## config.mk

```make
export PLATFORM = sky130hd
export DESIGN_NAME = fir_coef_arbiter
export DESIGN_NICKNAME = d
export VERILOG_FILES = /design/src/rtl/fir_coef_arbiter.sv
export SDC_FILE = /design/constraint.sdc
export NUM_CORES = 1
export LEC_CHECK = 0
export BUFFER_PORTS_ARGS = -buffer_cell sky130_fd_sc_hd__buf_2
export CORE_ASPECT_RATIO = 1.75
export CORE_MARGIN = 4
export CORE_UTILIZATION = 49
export DETAILED_ROUTE_END_ITERATION = 8
export GPL_TIMING_DRIVEN = 0
export PLACE_DENSITY = 0.78
export SLEW_MARGIN = 20
export SYNTH_ARGS = -nofsm -noshare
export SYNTH_HDL_FRONTEND = slang
export SYNTH_SLANG_ARGS = --single-unit
```

## constraint.sdc

```tcl
create_clock -name clk -period 2.2 [get_ports clk]
set_clock_uncertainty 0.05 [all_clocks]
set_input_delay 0 -clock clk [delete_from_list [all_inputs] [get_ports clk]]
set_output_delay 0 -clock clk [all_outputs]
set_load 0.05 [all_outputs]
```

## src/rtl/fir_coef_arbiter.sv

```systemverilog
// Round-robin arbiter that lets one of two requesters stream a full FIR coefficient
// set into the filter's coefficient port, with hold, done and abort signalling.
module fir_coef_arbiter #(
  parameter int NUM_TAPS = 10,
  parameter int COEF_W   = 8,
  parameter int IDX_W    = 4
) (
  input  logic              clk,
  input  logic              rst,
  input  logic              req0,
  input  logic              req1,
  output logic              gnt0,
  output logic              gnt1,
  input  logic              valid0,
  input  logic              valid1,
  input  logic [COEF_W-1:0] data0,
  input  logic [COEF_W-1:0] data1,
  output logic              ready0,
  output logic              ready1,
  output logic              coef_write_enable,
  output logic [IDX_W-1:0]  coef_number,
  output logic [COEF_W-1:0] coef_value,
  output logic              filter_hold,
  output logic              load_done,
  output logic              load_abort
);

  typedef enum logic [1:0] {
    ST_IDLE = 2'd0,
    ST_LOAD = 2'd1,
    ST_DONE = 2'd2
  } state_t;

  localparam logic [IDX_W-1:0] LAST_TAP = IDX_W'(NUM_TAPS - 1);

  state_t              state_q, state_d;
  logic                owner_q, owner_d;
  logic                prio_q, prio_d;
  logic [IDX_W-1:0]    tap_q, tap_d;
  logic [1:0]          gnt_q, gnt_d;
  logic [1:0]          ready_q, ready_d;
  logic                we_q, we_d;
  logic [IDX_W-1:0]    num_q, num_d;
  logic [COEF_W-1:0]   val_q, val_d;
  logic                hold_q, hold_d;
  logic                done_q, done_d;
  logic                abort_q, abort_d;

  logic                req_sel_s;
  logic                valid_sel_s;
  logic                ready_sel_s;
  logic [COEF_W-1:0]   data_sel_s;
  logic                accept_s;
  logic                last_s;

  // Everything below looks only at the current owner; the other requester is invisible.
  assign req_sel_s   = owner_q ? req1 : req0;
  assign valid_sel_s = owner_q ? valid1 : valid0;
  assign ready_sel_s = owner_q ? ready_q[1] : ready_q[0];
  assign data_sel_s  = owner_q ? data1 : data0;
  assign accept_s    = (state_q == ST_LOAD) && valid_sel_s && ready_sel_s;
  assign last_s      = (tap_q == LAST_TAP);

  // Next-state, arbitration and registered-output decode.
  always_comb begin
    state_d = state_q;
    owner_d = owner_q;
    prio_d  = prio_q;
    tap_d   = tap_q;
    we_d    = 1'b0;
    num_d   = num_q;
    val_d   = val_q;
    done_d  = 1'b0;
    abort_d = 1'b0;

    case (state_q)
      ST_IDLE: begin
        if (req0 || req1) begin
          state_d = ST_LOAD;
          tap_d   = {IDX_W{1'b0}};
          if (req0 && req1) begin
            owner_d = prio_q;
          end else if (req1) begin
            owner_d = 1'b1;
          end else begin
            owner_d = 1'b0;
          end
        end else begin
          state_d = ST_IDLE;
        end
      end
      ST_LOAD: begin
        // A final beat wins over a simultaneous request drop.
        if (accept_s && last_s) begin
          we_d    = 1'b1;
          num_d   = tap_q;
          val_d   = data_sel_s;
          done_d  = 1'b1;
          state_d = ST_DONE;
        end else if (!req_sel_s) begin
          abort_d = 1'b1;
          prio_d  = ~owner_q;
          state_d = ST_IDLE;
        end else if (accept_s) begin
          we_d  = 1'b1;
          num_d = tap_q;
          val_d = data_sel_s;
          tap_d = tap_q + IDX_W'(1);
        end else begin
          state_d = ST_LOAD;
        end
      end
      ST_DONE: begin
        prio_d  = ~owner_q;
        state_d = ST_IDLE;
      end
      default: begin
        state_d = ST_IDLE;
      end
    endcase

    if (state_d == ST_LOAD) begin
      gnt_d = owner_d ? 2'b10 : 2'b01;
    end else begin
      gnt_d = 2'b00;
    end
    ready_d = gnt_d;
    hold_d  = (state_d == ST_LOAD) || (state_d == ST_DONE);
  end

  // State and output registers.
  always_ff @(posedge clk or posedge rst) begin
    if (rst) begin
      state_q <= ST_IDLE;
      owner_q <= 1'b0;
      prio_q  <= 1'b0;
      tap_q   <= {IDX_W{1'b0}};
      gnt_q   <= 2'b00;
      ready_q <= 2'b00;
      we_q    <= 1'b0;
      num_q   <= {IDX_W{1'b0}};
      val_q   <= {COEF_W{1'b0}};
      hold_q  <= 1'b0;
      done_q  <= 1'b0;
      abort_q <= 1'b0;
    end else begin
      state_q <= state_d;
      owner_q <= owner_d;
      prio_q  <= prio_d;
      tap_q   <= tap_d;
      gnt_q   <= gnt_d;
      ready_q <= ready_d;
      we_q    <= we_d;
      num_q   <= num_d;
      val_q   <= val_d;
      hold_q  <= hold_d;
      done_q  <= done_d;
      abort_q <= abort_d;
    end
  end

  assign gnt0              = gnt_q[0];
  assign gnt1              = gnt_q[1];
  assign ready0            = ready_q[0];
  assign ready1            = ready_q[1];
  assign coef_write_enable = we_q;
  assign coef_number       = num_q;
  assign coef_value        = val_q;
  assign filter_hold       = hold_q;
  assign load_done         = done_q;
  assign load_abort        = abort_q;

endmodule

```

---- Word-level counts from Yosys, hierarchy flattened ----
Cells that the tools add are included.
storage, ports and cells
  bits in registers ....................... 26
  bits in latches ......................... 0
  RAM bits ................................ 0
  bits in read-only memories .............. 0
  input bits .............................. 22
  output and inout port bits .............. 20
  word-level logic and storage cells ...... 75
  memories kept ........................... 0
operators by class
  add/subtract/negate cells ............... 1
  $mul .................................... 0
  div/mod/pow operators ................... 0
  magnitude comparators ................... 0
  equal/unequal tests ..................... 10
  shifts and indexed selects .............. 0
  mux-type cells .......................... 38
  bitwise logic cells ..................... 1
  reductions and logical operators ........ 14
operators by type and width
  cell                   number
  $mux W8                4
  $mux W4                7
  $mux W1                19
  $mux W2                5
  $ne A2 B2 Y1 const B   5
  $pmux W4 S2            1
  $reduce_bool A2 Y1     4
  $reduce_and A3 Y1      2
  $reduce_and A5 Y1      1
  $add A4 B1 Y4 const B  1
  $eq A2 B1 Y1 const B   2
  $eq A2 B2 Y1 const B   2
  $eq A4 B4 Y1 const B   1
  $logic_and A1 B1 Y1    4
  $pmux W2 S2            1
  $logic_not A2 Y1       1
  $logic_or A1 B1 Y1     2
  $pmux W1 S2            1
  $not A1 Y1             1

---- Depth between registers and ports, before layout ----
  depth in word-level cells ............... 9
  mapped depth ............................ 8
  depth with buffers taken out ............ 8

---- Worst setup path before layout ----
No wires, ideal clock.
  path type ............................... reg-to-reg
  start point ............................. register ready_q[1]
  end point ............................... register ready_q[1]
  library setup time ...................... 119 ps
  arrival time ............................ 1,578 ps
  required time ........................... 2,031 ps
  path slack .............................. 453 ps
  cell stages (with the launch flop) ...... 7
  buffers on the path ..................... 0
  clock period less this slack ............ 1,747 ps
  cell sequence ........................... dfrtp_1 and3_1 nor2_1 nor2_1 a21oi_1 ha_1 and2_1
on the way
  longest elaborated chain between the ends .. 8
  elaborated cells on any way between the ends .. 9
  classes of those cells .................. 1 x eq/ne; 6 x mux; 2 x reduce/logical
RTL lines
  element                  line  RTL
  from (decl)              41    logic [1:0] ready_q, ready_d;
  from (signal assigned)   152   ready_q <= ready_d;
  $mux W1 (*)              59    assign ready_sel_s = owner_q ? ready_q[1] : ready_q[0];
  $logic_and A1 B1 Y1 (*)  61    assign accept_s = (state_q == ST_LOAD) && valid_sel_s && ready_sel_s;
  $mux W2                  104   end else if (accept_s) begin
  $mux W2                  100   end else if (!req_sel_s) begin
  $mux W2 (*)              94    if (accept_s && last_s) begin
  $pmux W2 S2 (*)          76    case (state_q)
  $eq A2 B1 Y1 (*)         122   if (state_d == ST_LOAD) begin
  $mux W2 (*)              122
  named net gnt_d[1]       40    logic [1:0] gnt_q, gnt_d;
The timed path passes the listed nets; every way through them passes the cells marked *.
A chain may end at the register's enable or synchronous reset.

---- Final worst setup path ----
  start point ............................. register state_q[1]
  end point ............................... register ready_q[1]
on the way
  longest elaborated chain between the ends .. 9
  elaborated cells on any way between the ends .. 13
  classes of those cells .................. 2 x eq/ne; 7 x mux; 4 x reduce/logical
RTL lines
  element                            line    RTL
  from (decl)                        36      state_t state_q, state_d;
  from (signal assigned)             147     state_q <= state_d;
  $eq A2 B1 Y1                       61, 76
  $logic_and A1 B1 Y1 (2 in series)  61
  $mux W2                            104
  $mux W2                            100
  $mux W2                            94
  $pmux W2 S2                        76
  $eq A2 B1 Y1                       122
  $mux W2 (*)                        122
  named net gnt_d[1]                 40
Marked as above.

==> summary.txt <==
Post-route ant nets -> 0
CP max stage delay -> 400 ps
CP Max Fanout -> 9
Post-Synth XOR/XNOR Area -> 0.00702
Drt via density -> 5.45
Minimum clock period after layout -> 1910 ps
Reg clk slew, reported paths -> 80 ps
Die width -> 46.1 um
Sum of negative setup slack -> 0 ps
Clk buf depth -> 2
Clk_lat worst skew -> 270 ps
Crit path cell chain -> inv_1 -> ha_1 -> clkbuf_1 -> nand2_1 -> nor2_1 -> a21oi_1 -> ha_1 -> and2_1
Tcrit/Tclk final -> 0.867
CTS Root Cell -> clkbuf_8
Iter 0 DRT Violations -> 27
DP Wirelength -> 2100 um
Ratio of cells with drive above 1 in the final layout -> 0.314
First-pass GRT wire length -> 5000 um
Avg Inst Size Synth -> 10.7 sq um
1st-pass router iterations -> 4
Largest family of logic cells by synthesized area -> compound AO/OA/AOI/OAI gates
Finished Core Util -> 0.665
Final net count -> 201
WHS -> -4.67 ps
MaxCap Viol Count -> 0
Slowest CP cell -> dfrtp_1
Compound-Gate Fraction of Synth Area -> 0.130
# diodes -> 0
Mapped Area -> 0.00125 sq mm
Crit end category -> register
Synth warn -> 0
Status -> complete, but fails checks
Yosys reg bits -> 26
Adder-cell share of the synthesized area -> 0.0502
Slew @ Worst Pin -> 980 ps
Max transition margin -> 0.346
IO buf count -> 41
CP most frequent cell -> ha_1
Number of post-CTS setup repair buffers -> 0
CP Class -> reg2reg
Seq/Total Area, Yosys -> 0.522
Avg WL per Cell -> 15.3 um
Worst hold path class -> in2reg
Core area -> 0.00246 sq mm
Initial core utilization -> 0.507
IO Pins -> 42
Via count -> 1,080
Failing checks -> negative hold slack
CTS Buf Count -> 3
Leak Pwr -> 0.882 nW
Slew Limit Fails -> 0
Syn-to-layout area delta -> 31.2%
Distinct cell type count of the synthesized netlist -> 28
Unrepaired setup endpoints after global routing -> no
Synth Instances -> 117
Fill count -> 214
Residual DRC count -> 0
Chip height -> 74.7 um
Std cell rows -> 24
Post-synth net total -> 144
Startpoint type of the worst setup path -> register
Peak supply drop -> 0.000677 V
Commonest non-fill, non-tap cell in the layout -> buf_2
Vias in the first global route -> 1,106
Simple-Gate Fraction of Synth Area -> 0.121
CTS sink count -> 26
Setup violators final -> 0
Initial antenna violation count -> 0
Final wirelength -> 3030 um
Fmax -> 524 MHz
Cell Pwr Density -> 1290 mW/mm^2
Largest net degree at the start of global routing -> 27
Commonest cells after routing, fill and taps aside -> buf_2 (44), dfrtp_1 (26), nand2_1 (16)
CP Data Required Time -> 2320 ps
Total GRT Usage -> 0.199
GP Congestion -> 0.848
GR Overflow Total -> 0
H-tree depth -> 1
TritonCTS clock tree -> done
Final Hold Vio Count -> 1
CP arrival -> 2020 ps
Die ar. -> 0.00345 sq mm
Multiplexer share of the synthesized area -> 0.118
## cells by family after synthesis
group,after synthesis
mux,14
xor+xnor,1
simple gates,31
buf+inv,14
compound gates,26
flops,26
fa+ha+maj,5
## path summary, 6_finish.rpt
kind	startpoint	to	slack (ps)	cells after the start
worst max-delay path	state_q[1]	ready_q[1]	290	8
worst min-delay path	data0[6]	coef_value[6]	-5	3
worst max register to register	state_q[1]	ready_q[1]	290	8
worst min register to register	coef_value[5]	coef_value[5]	440	2
max in group asynchronous	rst	coef_value[6]	1070	3
min in group asynchronous	rst	ready_q[0]	440	3
## worst max-delay path: cells and delay by family (launching register included)
kind | cells | cell delay [ps]
compound gates | 1 | 70
buf+inv | 2 | 420
fa+ha+maj | 2 | 350
simple gates | 3 | 500
flops | 1 | 400
## cells in the mapped netlist
library cell / number / area [sq um]
o22ai_1: 2 / 12.5
buf_2: 3 / 15.0
a32o_1: 1 / 10.0
mux2_2: 2 / 22.5
clkbuf_1: 1 / 3.75
inv_1: 8 / 30.0
nand2_1: 16 / 60.1
a21oi_1: 4 / 20.0
mux2_4: 1 / 15.0
o21ai_1: 1 / 5.00
and2_1: 1 / 6.26
dfrtp_1: 26 / 651
and3_1: 2 / 12.5
o221ai_2: 1 / 15.0
nor3b_1: 1 / 7.51
or3_1: 1 / 6.26
o21ai_0: 11 / 55.1
nand3b_1: 1 / 7.51
xor2_1: 1 / 8.76
and3b_1: 2 / 17.5
ha_1: 5 / 62.6
or3b_2: 1 / 8.76
buf_4: 2 / 15.0
o211ai_1: 4 / 30.0
nor2b_1: 1 / 6.26
nor2_1: 5 / 18.8
a21o_1: 2 / 15.0
mux2i_1: 11 / 110
## routing by layer
layer,wire [um],track usage,vias up
met5,0,0,-
met4,81,0.0854,0
met3,132,0.0287,9
met2,1750,0.350,30
met1,1060,0.232,522
li1,-,-,519
## layout make-up
| class | instances | area (sq um) | area share |
|---|---|---|---|
| multi-input cells | 77 | 533 | 0.326 |
| plain buffers | 6 | 33.8 | 0.0206 |
| clock buffers | 3 | 41.3 | 0.0252 |
| flip-flops and latches | 26 | 651 | 0.398 |
| inverters | 8 | 30.0 | 0.0183 |
| well taps | 26 | 32.5 | 0.0199 |
| repair buffers | 52 | 315 | 0.193 |
## where the power goes
group	internal, W	switching (W)
combinational	0.000366	0.000784
sequential	0.000621	0.0000835
clock	0.000123	0.000138
## sequential cells by signal, summed over array words and instances, names as in the netlist
signal / flops
load_done: 1
load_abort: 1
filter_hold: 1
ready_q: 2
coef_write_enable: 1
state_q: 2
coef_value: 8
tap_q: 4
prio_q: 1
owner_q: 1
coef_number: 4
## per-stage QoR
stage / hold slack, ps / setup slack [ps] / total power (W) / instance area (sq um) / cells
after floorplan: -9.98 / 453 / 0.00155 / 1250 / 117
after global placement: 199 / 358 / 0.00177 / 1490 / 184
after detailed placement: 216 / 269 / 0.00181 / 1490 / 184
after CTS: 0.153 / 262 / 0.00211 / 1640 / 198
after global routing: 25.7 / 93.4 / 0.00225 / 1640 / 198
final: -4.67 / 292 / 0.00211 / 1640 / 198
## timing repair
action / in CTS / in global routing
hold buffers: 11 / 0
hold endpoints to repair: 31 / 0
resized for setup: 0 / 0
No activity file was read; power rests on OpenSTA's default activity.
